==> config.mk <==
export PLATFORM = sky130hd
export DESIGN_NAME = ahb_slave_if
export DESIGN_NICKNAME = d
export VERILOG_FILES = /design/src/rtl/ahb_apb_pkg.sv /design/src/rtl/ahb_addr_decode.sv /design/src/rtl/ahb_slave_if.sv
export SDC_FILE = /design/constraint.sdc
export NUM_CORES = 1
export LEC_CHECK = 0
export ABC_AREA = 1
export CAP_MARGIN = 40
export CORE_MARGIN = 2
export CORE_UTILIZATION = 33
export DETAILED_ROUTE_END_ITERATION = 7
export PLACE_DENSITY = 0.77
export REMOVE_ABC_BUFFERS = 1
export SLEW_MARGIN = 10
export SYNTH_ARGS = -nofsm -noshare
export SYNTH_HDL_FRONTEND = slang
export SYNTH_SLANG_ARGS = --single-unit
export TNS_END_PERCENT = 10
==> constraint.sdc <==
create_clock -name hclk -period 1.3 [get_ports hclk]
set_clock_uncertainty 0.15 [all_clocks]
set_input_delay 0.26 -clock hclk [delete_from_list [all_inputs] [get_ports hclk]]
set_output_delay 0.26 -clock hclk [all_outputs]
set_load 0.02 [all_outputs]
==> src/rtl/ahb_apb_pkg.sv <==
// Shared encodings, response-state type and address-map defaults for the AHB-to-APB bridge.
package ahb_apb_pkg;

    typedef enum logic [1:0] {
        HTRANS_IDLE   = 2'd0,
        HTRANS_BUSY   = 2'd1,
        HTRANS_NONSEQ = 2'd2,
        HTRANS_SEQ    = 2'd3
    } htrans_e;

    typedef enum logic [1:0] {
        HRESP_OKAY  = 2'd0,
        HRESP_ERROR = 2'd1
    } hresp_e;

    typedef enum logic [1:0] {
        RESP_OK   = 2'd0,
        RESP_ERR1 = 2'd1,
        RESP_ERR2 = 2'd2
    } resp_state_e;

    localparam logic [31:0] DEF_BASE_ADDR  = 32'h8000_0000;
    localparam int          DEF_SLOT_SHIFT = 26;
    localparam int          DEF_NUM_SLOTS  = 3;
    localparam logic [4:0]  BEAT_CNT_MAX   = 5'd31;

endpackage

==> src/rtl/ahb_addr_decode.sv <==
// Bridge address-window check and one-hot peripheral slot select (purely combinational).
module ahb_addr_decode
    import ahb_apb_pkg::*;
#(
    parameter logic [31:0] BASE_ADDR  = DEF_BASE_ADDR,
    parameter int          SLOT_SHIFT = DEF_SLOT_SHIFT,
    parameter int          NUM_SLOTS  = DEF_NUM_SLOTS
) (
    input  logic [31:0]          haddr,
    output logic                 in_win,
    output logic [NUM_SLOTS-1:0] tempselx
);

    localparam logic [32:0] WIN_SIZE = 33'(NUM_SLOTS) << SLOT_SHIFT;

    logic [31:0] offset;
    logic [31:0] slot;

    assign offset = haddr - BASE_ADDR;
    assign slot   = offset >> SLOT_SHIFT;

    // 33-bit compare so a window ending at the top of the address space cannot wrap
    assign in_win = (haddr >= BASE_ADDR) && ({1'b0, offset} < WIN_SIZE);

    always_comb begin
        tempselx = '0;
        for (int k = 0; k < NUM_SLOTS; k++) begin
            tempselx[k] = in_win && (slot == 32'(k));
        end
    end

endmodule

==> src/rtl/ahb_slave_if.sv <==
// AHB-side front end of the AHB-to-APB bridge: address/data pipeline, decode, burst count, response.
// Define AHB_SLV_ERR_RESP_EN to build the two-cycle ERROR response for out-of-window transfers.
module ahb_slave_if
    import ahb_apb_pkg::*;
#(
    parameter logic [31:0] BASE_ADDR  = DEF_BASE_ADDR,
    parameter int          SLOT_SHIFT = DEF_SLOT_SHIFT,
    parameter int          NUM_SLOTS  = DEF_NUM_SLOTS
) (
    input  logic                 hclk,
    input  logic                 hreset,
    input  logic                 hwrite,
    input  logic                 hreadyin,
    input  logic [1:0]           htrans,
    input  logic [31:0]          haddr,
    input  logic [31:0]          hwdata,
    input  logic [31:0]          prdata,
    output logic                 valid,
    output logic [31:0]          haddr_1,
    output logic [31:0]          haddr_2,
    output logic [31:0]          hwdata_1,
    output logic [31:0]          hwdata_2,
    output logic                 hwrite_reg,
    output logic                 hwrite_reg_1,
    output logic [NUM_SLOTS-1:0] tempselx,
    output logic [31:0]          hrdata,
    output logic [1:0]           hresp,
    output logic                 err_stall,
    output logic [4:0]           beat_cnt
);

    logic in_win;
    logic active_phase;
    logic accept_nonseq;
    logic accept_seq;

    ahb_addr_decode #(
        .BASE_ADDR (BASE_ADDR),
        .SLOT_SHIFT(SLOT_SHIFT),
        .NUM_SLOTS (NUM_SLOTS)
    ) u_decode (
        .haddr   (haddr),
        .in_win  (in_win),
        .tempselx(tempselx)
    );

    assign accept_nonseq = hreadyin && (htrans == HTRANS_NONSEQ);
    assign accept_seq    = hreadyin && (htrans == HTRANS_SEQ);
    assign active_phase  = accept_nonseq || accept_seq;
    assign hrdata        = prdata;

    // Free-running delay line; stalls are handled downstream by the APB FSM
    always_ff @(posedge hclk) begin
        if (hreset) begin
            haddr_1      <= '0;
            haddr_2      <= '0;
            hwdata_1     <= '0;
            hwdata_2     <= '0;
            hwrite_reg   <= 1'b0;
            hwrite_reg_1 <= 1'b0;
        end else begin
            haddr_1      <= haddr;
            haddr_2      <= haddr_1;
            hwdata_1     <= hwdata;
            hwdata_2     <= hwdata_1;
            hwrite_reg   <= hwrite;
            hwrite_reg_1 <= hwrite_reg;
        end
    end

    always_ff @(posedge hclk) begin
        if (hreset) begin
            beat_cnt <= '0;
        end else if (accept_nonseq) begin
            beat_cnt <= 5'd1;
        end else if (accept_seq && (beat_cnt != BEAT_CNT_MAX)) begin
            beat_cnt <= beat_cnt + 5'd1;
        end
    end

`ifdef AHB_SLV_ERR_RESP_EN
    resp_state_e state;
    resp_state_e next_state;

    always_ff @(posedge hclk) begin
        if (hreset) begin
            state <= RESP_OK;
        end else begin
            state <= next_state;
        end
    end

    // Error response is a fixed two-cycle sequence; address phases during it are ignored
    always_comb begin
        next_state = state;
        hresp      = HRESP_OKAY;
        err_stall  = 1'b0;
        case (state)
            RESP_OK: begin
                if (active_phase && !in_win) begin
                    next_state = RESP_ERR1;
                end
            end
            RESP_ERR1: begin
                hresp      = HRESP_ERROR;
                err_stall  = 1'b1;
                next_state = RESP_ERR2;
            end
            RESP_ERR2: begin
                hresp      = HRESP_ERROR;
                next_state = RESP_OK;
            end
            default: begin
                next_state = RESP_OK;
            end
        endcase
    end

    assign valid = active_phase && in_win && (state == RESP_OK);
`else
    assign hresp     = HRESP_OKAY;
    assign err_stall = 1'b0;
    assign valid     = active_phase && in_win;
`endif

endmodule

==> results of run 1 <==
cell usage after synthesis, drive strengths merged:
master | count | area share
inv | 136 | 0.12
dfxtp | 135 | 0.63
nor2 | 135 | 0.12
buf | 50 | 0.093
nand2 | 17 | 0.015
a21oi | 5 | 0.0058
nand3 | 3 | 0.0035
nor3 | 3 | 0.0035
ha | 2 | 0.0058
conb | 1 | 0.00087
nand4 | 1 | 0.0014
o21ai | 1 | 0.0012
xor2 | 1 | 0.0020
through the flow:
step	area (um^2)	power [mW]	setup WS, ns	setup TNS (ns)
global placement	6410	5.64	-0.825	-6.78
floorplan	3930	4.91	-0.278	-1.36
global route	7360	10.8	-0.248	-2.49
finish	7360	10.4	-0.153	-1.08
detailed placement	6410	5.66	-0.841	-7.66
CTS	7170	10.5	-0.198	-1.62
cells in the final DEF, fill, tap and decap left out, types with 4 or more instances in the layout:
| master | synthesis | final |
|---|---|---|
| inv_1 | 136 | 130 |
| nor2_1 | 124 | 122 |
| buf_6 | 10 | 113 |
| dfxtp_2 | 0 | 98 |
| clkdlybuf4s50_1 | 0 | 60 |
| buf_4 | 35 | 55 |
| dfxtp_1 | 135 | 35 |
| clkbuf_16 | 0 | 17 |
| nand2_1 | 16 | 13 |
| nor2_2 | 10 | 12 |
| inv_2 | 0 | 5 |
| dlygate4sd3_1 | 0 | 5 |
| nand2_2 | 1 | 4 |
| clkinvlp_4 | 0 | 4 |
power by group through the flow:
stage / combinational, mW / sequential [mW] / clock (mW)
after global routing: 1.31 / 4.49 / 5.03
final: 1.22 / 4.47 / 4.70
after global placement: 1.15 / 4.49 / 0
after CTS: 1.19 / 4.46 / 4.84
after floorplan: 0.175 / 4.74 / 0
after detailed placement: 1.16 / 4.50 / 0
logic make-up after synthesis:
kind of cell | Yosys count | synth area share
AOI/OAI and AO/OA | 6 | 0.00694
buffers and inverters | 186 | 0.211
and+or+nand+nor | 159 | 0.148
adders and majority gates | 2 | 0.00579
xor gates and xnor gates | 1 | 0.00203
DFF | 135 | 0.625
other | 1 | 0.000867
routing by layer:
| metal | vias to the layer above | GRT usage |
|---|---|---|
| met4 | 2 | 0.0774 |
| met3 | 20 | 0.128 |
| met5 | - | 0.0441 |
| li1 | 1747 | - |
| met2 | 188 | 0.273 |
| met1 | 1563 | 0.167 |
worst max-delay path by stage:
| stage | from | end | cells past startpoint |
|---|---|---|---|
| after floorplan | beat_cnt[0]$_SDFFE_PP0P_ | beat_cnt[3]$_SDFFE_PP0P_ | 10 |
| after global placement | haddr[28] | tempselx[0] | 5 |
| after detailed placement | haddr[31] | tempselx[1] | 4 |
| after CTS | beat_cnt[0]$_SDFFE_PP0P_ | beat_cnt[3]$_SDFFE_PP0P_ | 10 |
| after global routing | beat_cnt[0]$_SDFFE_PP0P_ | beat_cnt[0]$_SDFFE_PP0P_ | 9 |
| final | beat_cnt[1]$_SDFFE_PP0P_ | beat_cnt[0]$_SDFFE_PP0P_ | 9 |
worst min-delay path: stages:
cell and delay, ns:
clkdlybuf4s15_2 0.21, inv_2 0.07, nor2_1 0.04
area by class of cell:
class                   count  share of cell area
repair buffers            243               0.333
inverters                 136              0.0697
well taps                 172              0.0292
clock buffers              21              0.0639
multi-input cells         171               0.103
flip-flops and latches    135               0.385
clock inverters            11              0.0167
what timing repair did:
item,4_1_cts,5_1_grt
setup endpoints to repair,144,113
pin swaps,16,14
hold buffers,5,0
resized for setup,883,74
setup buffers,8,2
endpoints found under the hold margin,5,0
==> results by group, run 1 <==
Run status
  • Status: finished, violations left
  • Failing checks: setup timing

Pwr
  • Leak: 3.61 nW
  • Cell internal pwr: 7.98 mW
  • Power Dens Cells: 1410 nW/um^2
  • VDD IR max: 0.688 mV
  • Sw power: 2.42 mW
  • Sequential share of power: 0.430
  • Clk pwr share: 0.452
  • Comb power frac: 0.118
  • Sw frac: 0.232

Die
  • Io pins: 276
  • Area of the core: 12700 um^2
  • Die width: 118 um
  • Area of the die: 14000 um^2
  • Die H: 118 um
  • Starting Density: 0.340
  • Row Count: 41

Critical path
  • R2R cell count: 9
  • Reg2Reg Capture Point: beat_cnt[0]$_SDFFE_PP0P_
  • Crit path cell chain: ha_4, nand2_2, nor2_2, ha_2, nor2_2, nand2_2, nand2_1, nand2_1, a21oi_2
  • Reg2reg setup slack: -0.15 ns
  • Capturing element type of the critical path: register
  • CP peak stage delay: 0.35 ns
  • Slowest cell on the critical path: dfxtp_4
  • WP data arrival: 1.65 ns
  • Worst setup SP type: register
  • Reg-to-reg startpoint: beat_cnt[1]$_SDFFE_PP0P_
  • Required time worst endpoint: 1.49 ns
  • Crit Path Max Fanout: 5
  • CP Class: reg2reg
  • Critical path's top delay family: simple AND/OR/NAND/NOR gates
  • Bufs and invs on worst path: 0

Route
  • TritonRoute pass-1 iters: 4
  • Vias: 3520
  • Vias/cell: 3.96
  • DR WL/cell: 13.5 um
  • Total routed wirelength: 12.0 mm
  • # DRC: 0
  • Iter 0 DRT Violations: 97
  • Met2 wire length: 5.60 mm
  • DRT met1 WL: 4.42 mm
  • DRT antenna net count: 0
  • Met3 wire len: 1.66 mm
  • Top sig layer: met5

STA
  • Hold WS: 0.0370 ns
  • Final slew viol count: 0
  • Unrepaired setup endpoints after global routing: true
  • Count of final setup violators: 12
  • Post-route minimum period: 1.45 ns
  • Fmax: 688 MHz
  • Fin worst setup slack: -0.153 ns
  • Crit share post-route: 1.12
  • Hold Fails Final Rpt: 0

Clocking
  • Clock Path Buffers: 2
  • Clk pin slew, worst setup/hold paths: 0.06 ns
  • Sink Count: 135
  • CTS tree: yes
  • CTS root buf: clkbuf_16
  • H-tree Lvls: 4
  • Worst skew pair latency: 0.41 ns
  • CTS Buf Count: 17

Place
  • Inst Count DP: 842
  • Port Buffers: 208
  • Dpl hpwl: 8.67 mm
  • Gpl congestion: 0.775

GRT
  • Gr usage total: 0.173
  • Vias in the first global route: 3499
  • GR Overflow Total: 0
  • First-pass GRT wire length: 18.0 mm
  • Largest net degree at the start of global routing: 49
  • Antenna violations before repair: 0

Final layout
  • Share of cells above drive strength 1: 0.470
  • Final Non-Filler Cells: 889
  • Antenna diode count: 0
  • Multi-input gate area: 757 um^2
  • P&R area growth vs syn: 70.3%
  • Core Util, Final: 0.579
  • # fillers: 1094
  • Register area: 2830 um^2
  • Nets: 808

Synth
  • Syn_area_per_cell: 8.82 um^2
  • Syn Inst Count: 490
  • Cell Area, Synth: 4320 um^2
  • Synth cell types: 18
  • Synthesized flop and latch total: 135
  • Post-synthesis sequential area ratio: 0.625
  • Ys Warns: 0

Worst hold path
  • Hold path startpoint: haddr[27]
  • Worst Hold Class: in2reg
  • Min-Delay Path Depth: 3
  • Hold Path End: haddr_1[27]$_SDFF_PP0_

Job
  • Max-Cap Viols: 0
(Power assumes the default switching activity.)
==> run 2, diff against run 1 <==
--- a/config.mk
+++ b/config.mk
@@ -10,7 +10,7 @@
 export CORE_MARGIN = 2
 export CORE_UTILIZATION = 33
 export DETAILED_ROUTE_END_ITERATION = 7
-export PLACE_DENSITY = 0.77
+export PLACE_DENSITY = 0.76
 export REMOVE_ABC_BUFFERS = 1
 export SLEW_MARGIN = 10
 export SYNTH_ARGS = -nofsm -noshare
==> run 2 against run 1 <==
Compared with the run above: the flow still finishes with violations (setup timing); critical path depth unchanged; sequential cell count did not move; final area increased by 3.7%; sequential share of layout area shrank 1.1 points; clock power rose by 19%; global-route usage rose by 2.1 points; worst setup slack got worse by 0.026 ns; register-to-register slack worse by 0.03 ns; first-iteration DRC count rose by 48%; utilization grew 2.1 points; clock-buffer cell count is 2 lower; sequential power about the same.
==> results by group, run 2 (same netlist as run 1, synthesis figures left out) <==
Die
  • Row Count: 41 (unchanged)
  • Starting Density: 0.340 (unchanged)
  • Die width: 118 um (unchanged)
  • Area of the die: 14000 um^2 (unchanged)
  • Io pins: 276 (unchanged)
  • Area of the core: 12700 um^2 (unchanged)
  • Die H: 118 um (unchanged)

Critical path
  • Required time worst endpoint: 1.49 ns (about the same)
  • Worst setup SP type: register
  • Reg-to-reg startpoint: beat_cnt[0]$_SDFFE_PP0P_
  • Crit. Startpoint: beat_cnt[0]$_SDFFE_PP0P_
  • R2R cell count: 9 (unchanged)
  • Reg2reg setup slack: -0.18 ns (-0.03 ns)
  • Reg2Reg Capture Point: beat_cnt[3]$_SDFFE_PP0P_
  • CP Class: reg2reg
  • WP data arrival: 1.67 ns (+0.02 ns)
  • Crit Path Max Fanout: 5 (unchanged)
  • Capturing element type of the critical path: register

Worst hold path
  • Hold Path End: beat_cnt[0]$_SDFFE_PP0P_
  • Worst Hold Class: in2reg
  • Hold path startpoint: hreset
  • Min-Delay Path Depth: 3 (unchanged)

STA
  • Final slew viol count: 0 (unchanged)
  • Fin worst setup slack: -0.179 ns (-0.0257 ns)
  • Crit share post-route: 1.14 (+0.0198)
  • Unrepaired setup endpoints after global routing: true
  • Count of final setup violators: 12 (unchanged)
  • Post-route minimum period: 1.48 ns (+0.0257 ns)
  • Hold Fails Final Rpt: 0 (unchanged)
  • Hold WS: 0.0740 ns (+0.0371 ns)
  • Setup TNS: -1.30 ns (-0.218 ns)
  • Fmax: 676 MHz (-1.7%)

Pwr
  • VDD IR max: 0.791 mV (+15%)
  • Sw power: 2.48 mW (+2.7%)
  • Power, Total: 11.4 mW (+9.3%)
  • Power Dens Cells: 1490 nW/um^2 (+5.4%)
  • Cell internal pwr: 8.88 mW (+11%)
  • Clk pwr share: 0.493 (+0.041)
  • Comb power frac: 0.112 (-0.006)
  • Sequential share of power: 0.394 (-0.036)
  • Leak: 3.73 nW (+3.1%)
  • Sw frac: 0.218 (-0.0140)

Route
  • DRT antenna net count: 0 (unchanged)
  • Vias/cell: 4.05 (+2.3%)
  • Total routed wirelength: 13.5 mm (+13%)
  • Iter 0 DRT Violations: 144 (+48%)
  • # DRC: 0 (unchanged)
  • TritonRoute pass-1 iters: 4 (unchanged)
  • DR WL/cell: 15.0 um (+12%)
  • Vias: 3635 (+3.3%)

Final layout
  • Core Util, Final: 0.600 (+0.0214)
  • P&R area growth vs syn: 76.6%
  • Commonest cells after routing, fill and taps aside: inv_1, buf_6, nor2_1
  • Nets: 817 (+1.1%)
  • Antenna diode count: 0 (unchanged)
  • Share of cells above drive strength 1: 0.506 (+0.0362)

Place
  • Pre-CTS setup slack: -0.868 ns (-0.0262 ns)
  • Gpl congestion: 0.771 (-0.52%)
  • Port Buffers: 208 (unchanged)
  • Dpl hpwl: 9.03 mm (+4.1%)

Clocking
  • CTS tree: yes
  • CTS Buf Count: 17 (unchanged)
  • Sink Count: 135 (unchanged)
  • CTS root buf: clkbuf_16
  • Worst skew pair latency: 0.42 ns (about the same)
  • Clock Path Buffers: 2 (unchanged)
  • Clk pin slew, worst setup/hold paths: 0.05 ns (about the same)
  • H-tree Lvls: 4 (unchanged)

Run status
  • Failing checks: setup timing
  • Status: finished, violations left

Job
  • Max-Cap Viols: 0 (unchanged)

GRT
  • Largest net degree at the start of global routing: 68 (+39%)
  • Vias in the first global route: 3758 (+7.4%)
  • First-pass GRT wire length: 20.2 mm (+12%)
  • GR Overflow Total: 0 (unchanged)
  • Gr usage total: 0.194 (+0.0208)
  • Antenna violations before repair: 0 (unchanged)
run 2: metrics by stage:
| step | cell area [um^2] | std cells |
|---|---|---|
| after floorplan | 3930 | 442 |
| after global placement | 6390 | 839 |
| after detailed placement | 6390 | 839 |
| after CTS | 7300 | 897 |
| after global routing | 7630 | 897 |
| final | 7630 | 897 |
run 2: layout make-up:
type                       instances  area, um^2
tap                              172         215
inverter                         136         515
clock inverter                    12         248
multi-input combinational        171         786
sequential                       135        2860
clock buffer                      19         443
fill                            1056        5090
timing repair buffer             252        2570
run 2: worst max path at each step:
stage,to,slack [ns],depth (start not counted)
after floorplan,beat_cnt[3]$_SDFFE_PP0P_,-0.28,10
after global placement,tempselx[0],-0.83,4
after detailed placement,tempselx[1],-0.87,4
after CTS,beat_cnt[0]$_SDFFE_PP0P_,-0.17,9
after global routing,beat_cnt[3]$_SDFFE_PP0P_,-0.28,9
final,beat_cnt[3]$_SDFFE_PP0P_,-0.18,9
run 2: power groups by stage:
stage	logic (mW)	registers [mW]	clock network, mW
after floorplan	0.175	4.74	0
after global placement	1.14	4.49	0
after detailed placement	1.16	4.50	0
after CTS	1.21	4.46	5.72
after global routing	1.36	4.50	5.95
final	1.28	4.48	5.61
run 2: critical path, cell delays in order (launching register included):
cell     delay, ns
dfxtp_4       0.36
ha_4          0.16
nand2_2       0.06
nor2_2        0.04
ha_2          0.18
inv_2         0.05
nand2_2       0.05
nor2_4        0.13
nand3_1       0.10
a21oi_2       0.13
run 2: timing repair:
| action | 4_1_cts | 5_1_grt |
|---|---|---|
| gates cloned | 0 | 0 |
| resized for setup | 867 | 134 |
| pin swaps | 11 | 19 |
| hold buffers | 2 | 1 |
| setup buffers | 25 | 3 |
| setup endpoints to repair | 144 | 140 |
| hold endpoints to repair | 2 | 1 |
run 2: layer usage:
| layer | share of wire | global-route usage |
|---|---|---|
| met1 | 0.37 | 0.197 |
| met2 | 0.46 | 0.300 |
| met3 | 0.14 | 0.143 |
| met4 | 0.024 | 0.0766 |
| met5 | 0.0054 | 0.0478 |
==> run 3, diff against run 2 <==
--- a/config.mk
+++ b/config.mk
@@ -9,6 +9,7 @@
 export CAP_MARGIN = 40
 export CORE_MARGIN = 2
 export CORE_UTILIZATION = 33
+export CTS_CLUSTER_DIAMETER = 80
 export DETAILED_ROUTE_END_ITERATION = 7
 export PLACE_DENSITY = 0.76
 export REMOVE_ABC_BUFFERS = 1
@@ -16,4 +17,4 @@
 export SYNTH_ARGS = -nofsm -noshare
 export SYNTH_HDL_FRONTEND = slang
 export SYNTH_SLANG_ARGS = --single-unit
-export TNS_END_PERCENT = 10
+export TNS_END_PERCENT = 30
==> run 3 against run 2 <==
Compared with the run above: the run still ends with setup timing left; sequential share of layout area is 0.073 points lower; wire length is 1.0% higher; first-iteration DRC count is 10% higher; sequential cell count stayed put; critical path depth stayed put; worst setup slack hardly changed; register-to-register slack hardly changed; clock power hardly changed; sequential power hardly changed; largest power group unchanged.
==> results by group, run 3 (same netlist as run 1, synthesis figures left out) <==
Clocking
  • H-tree Lvls: 4 (unchanged)
  • CTS root buf: clkbuf_16
  • Clk pin slew, worst setup/hold paths: 0.05 ns (about the same)
  • CTS tree: yes
  • Sink Count: 135 (unchanged)
  • CTS Buf Count: 17 (unchanged)
  • Worst skew pair latency: 0.42 ns (about the same)
  • Clock Path Buffers: 2 (unchanged)

GRT
  • Antenna violations before repair: 0 (unchanged)
  • Largest net degree at the start of global routing: 68 (unchanged)
  • Gr usage total: 0.194 (about the same)
  • First-pass GRT wire length: 20.2 mm (about the same)
  • Vias in the first global route: 3770 (+0.32%)
  • GR Overflow Total: 0 (unchanged)

Die
  • Area of the die: 14000 um^2 (unchanged)
  • Area of the core: 12700 um^2 (unchanged)
  • Row Count: 41 (unchanged)
  • Io pins: 276 (unchanged)
  • Starting Density: 0.340 (unchanged)
  • Die H: 118 um (unchanged)
  • Die width: 118 um (unchanged)

STA
  • Fmax: 676 MHz (about the same)
  • Post-route minimum period: 1.48 ns (+0.000314 ns)
  • Crit share post-route: 1.14 (about the same)
  • Setup TNS: -1.29 ns (+0.00649 ns)
  • Hold Fails Final Rpt: 0 (unchanged)
  • Count of final setup violators: 12 (unchanged)
  • Unrepaired setup endpoints after global routing: true
  • Fin worst setup slack: -0.179 ns (-0.000314 ns)
  • Final slew viol count: 0 (unchanged)
  • Hold WS: 0.0739 ns (-0.000153 ns)

Pwr
  • VDD IR max: 0.791 mV (about the same)
  • Sw frac: 0.219 (+0.000530)
  • Power, Total: 11.4 mW (+0.11%)
  • Clk pwr share: 0.494 (about the same)
  • Sequential share of power: 0.394 (about the same)
  • Power Dens Cells: 1490 nW/um^2 (about the same)
  • Sw power: 2.49 mW (+0.36%)
  • Cell internal pwr: 8.89 mW (about the same)
  • Comb power frac: 0.113 (about the same)
  • Leak: 3.74 nW (+0.28%)

Worst hold path
  • Hold path startpoint: hreset
  • Worst Hold Class: in2reg

Route
  • Total routed wirelength: 13.6 mm (+1.0%)
  • DR WL/cell: 15.2 um (+0.81%)
  • DRT antenna net count: 0 (unchanged)
  • Iter 0 DRT Violations: 159 (+10%)
  • Vias: 3655 (+0.55%)
  • # DRC: 0 (unchanged)
  • TritonRoute pass-1 iters: 4 (unchanged)
  • Vias/cell: 4.07 (+0.33%)

Job
  • Max-Cap Viols: 0 (unchanged)

Final layout
  • Final Non-Filler Cells: 899 (+0.22%)
  • Commonest cells after routing, fill and taps aside: inv_1, buf_6, nor2_1
  • Share of cells above drive strength 1: 0.508 (+0.00136)
  • Multi-input gate area: 786 um^2 (unchanged)
  • Register area: 2860 um^2 (unchanged)
  • Core Util, Final: 0.601 (+0.00118)
  • P&R area growth vs syn: 77.0%
  • Nets: 819 (+0.24%)
  • Antenna diode count: 0 (unchanged)
  • # fillers: 1061 (+0.47%)
  • Cell area after layout: 7650 um^2 (+0.20%)

Critical path
  • Crit Path Max Fanout: 5 (unchanged)
  • Capturing element type of the critical path: register
  • Required time worst endpoint: 1.49 ns (about the same)
  • Reg-to-reg startpoint: beat_cnt[0]$_SDFFE_PP0P_
  • Crit. Startpoint: beat_cnt[0]$_SDFFE_PP0P_
  • WP data arrival: 1.67 ns (about the same)
  • Worst setup SP type: register
  • CP Class: reg2reg

Place
  • Inst Count DP: 839 (unchanged)
  • Gpl congestion: 0.771 (unchanged)
  • Dpl hpwl: 9.03 mm (unchanged)
  • Port Buffers: 208 (unchanged)
  • Post-place instance area: 6390 um^2 (unchanged)
  • Pre-CTS setup slack: -0.868 ns (unchanged)

Run status
  • Status: finished, violations left
  • Failing checks: setup timing
## run 3: worst paths after layout
check | endpoint | slack (ns) | cells past startpoint
worst max-delay path | beat_cnt[3]$_SDFFE_PP0P_ | -0.18 | 9
worst min-delay path | beat_cnt[0]$_SDFFE_PP0P_ | 0.07 | 3
worst max register to register | beat_cnt[3]$_SDFFE_PP0P_ | -0.18 | 9
worst min register to register | hwdata_2[29]$_SDFF_PP0_ | 0.27 | 2
## run 3: routing by layer
layer  up-vias  track usage  wire length [um]
met5         -       0.0478                73
met1      1640        0.197              5100
met4         2       0.0796               320
li1       1772            -                 -
met2       209        0.299              6310
met3        32        0.143              1830
## run 3: power by group through the flow
stage	registers [mW]	logic (mW)	clock network, mW
after CTS	4.46	1.21	5.72
final	4.48	1.28	5.61
after floorplan	4.74	0.175	0
after global placement	4.49	1.14	0
after global routing	4.50	1.37	5.96
after detailed placement	4.50	1.16	0
## run 3: repair_timing
| item | 4_1_cts | 5_1_grt |
|---|---|---|
| pin swaps | 11 | 19 |
| hold buffers | 2 | 1 |
| hold endpoints to repair | 2 | 1 |
| gates resized for setup | 867 | 134 |
| buffers inserted | 26 | 4 |
| setup endpoints to repair | 144 | 140 |
| cloned | 0 | 0 |
## run 3: critical path, cell delays in order (launching register included)
cell and delay, ns:
dfxtp_4 0.36, ha_4 0.16, nand2_2 0.06, nor2_2 0.04
ha_2 0.18, inv_2 0.05, nand2_2 0.05, nor2_4 0.13
nand3_1 0.10, a21oi_2 0.13
## run 3: area by class of cell
| class | count | area share |
|---|---|---|
| timing repair buffer | 254 | 0.338 |
| inverter | 136 | 0.0674 |
| multi-input combinational | 171 | 0.103 |
| clock inverter | 12 | 0.0324 |
| sequential | 135 | 0.373 |
| clock buffer | 19 | 0.0579 |
| tap | 172 | 0.0281 |
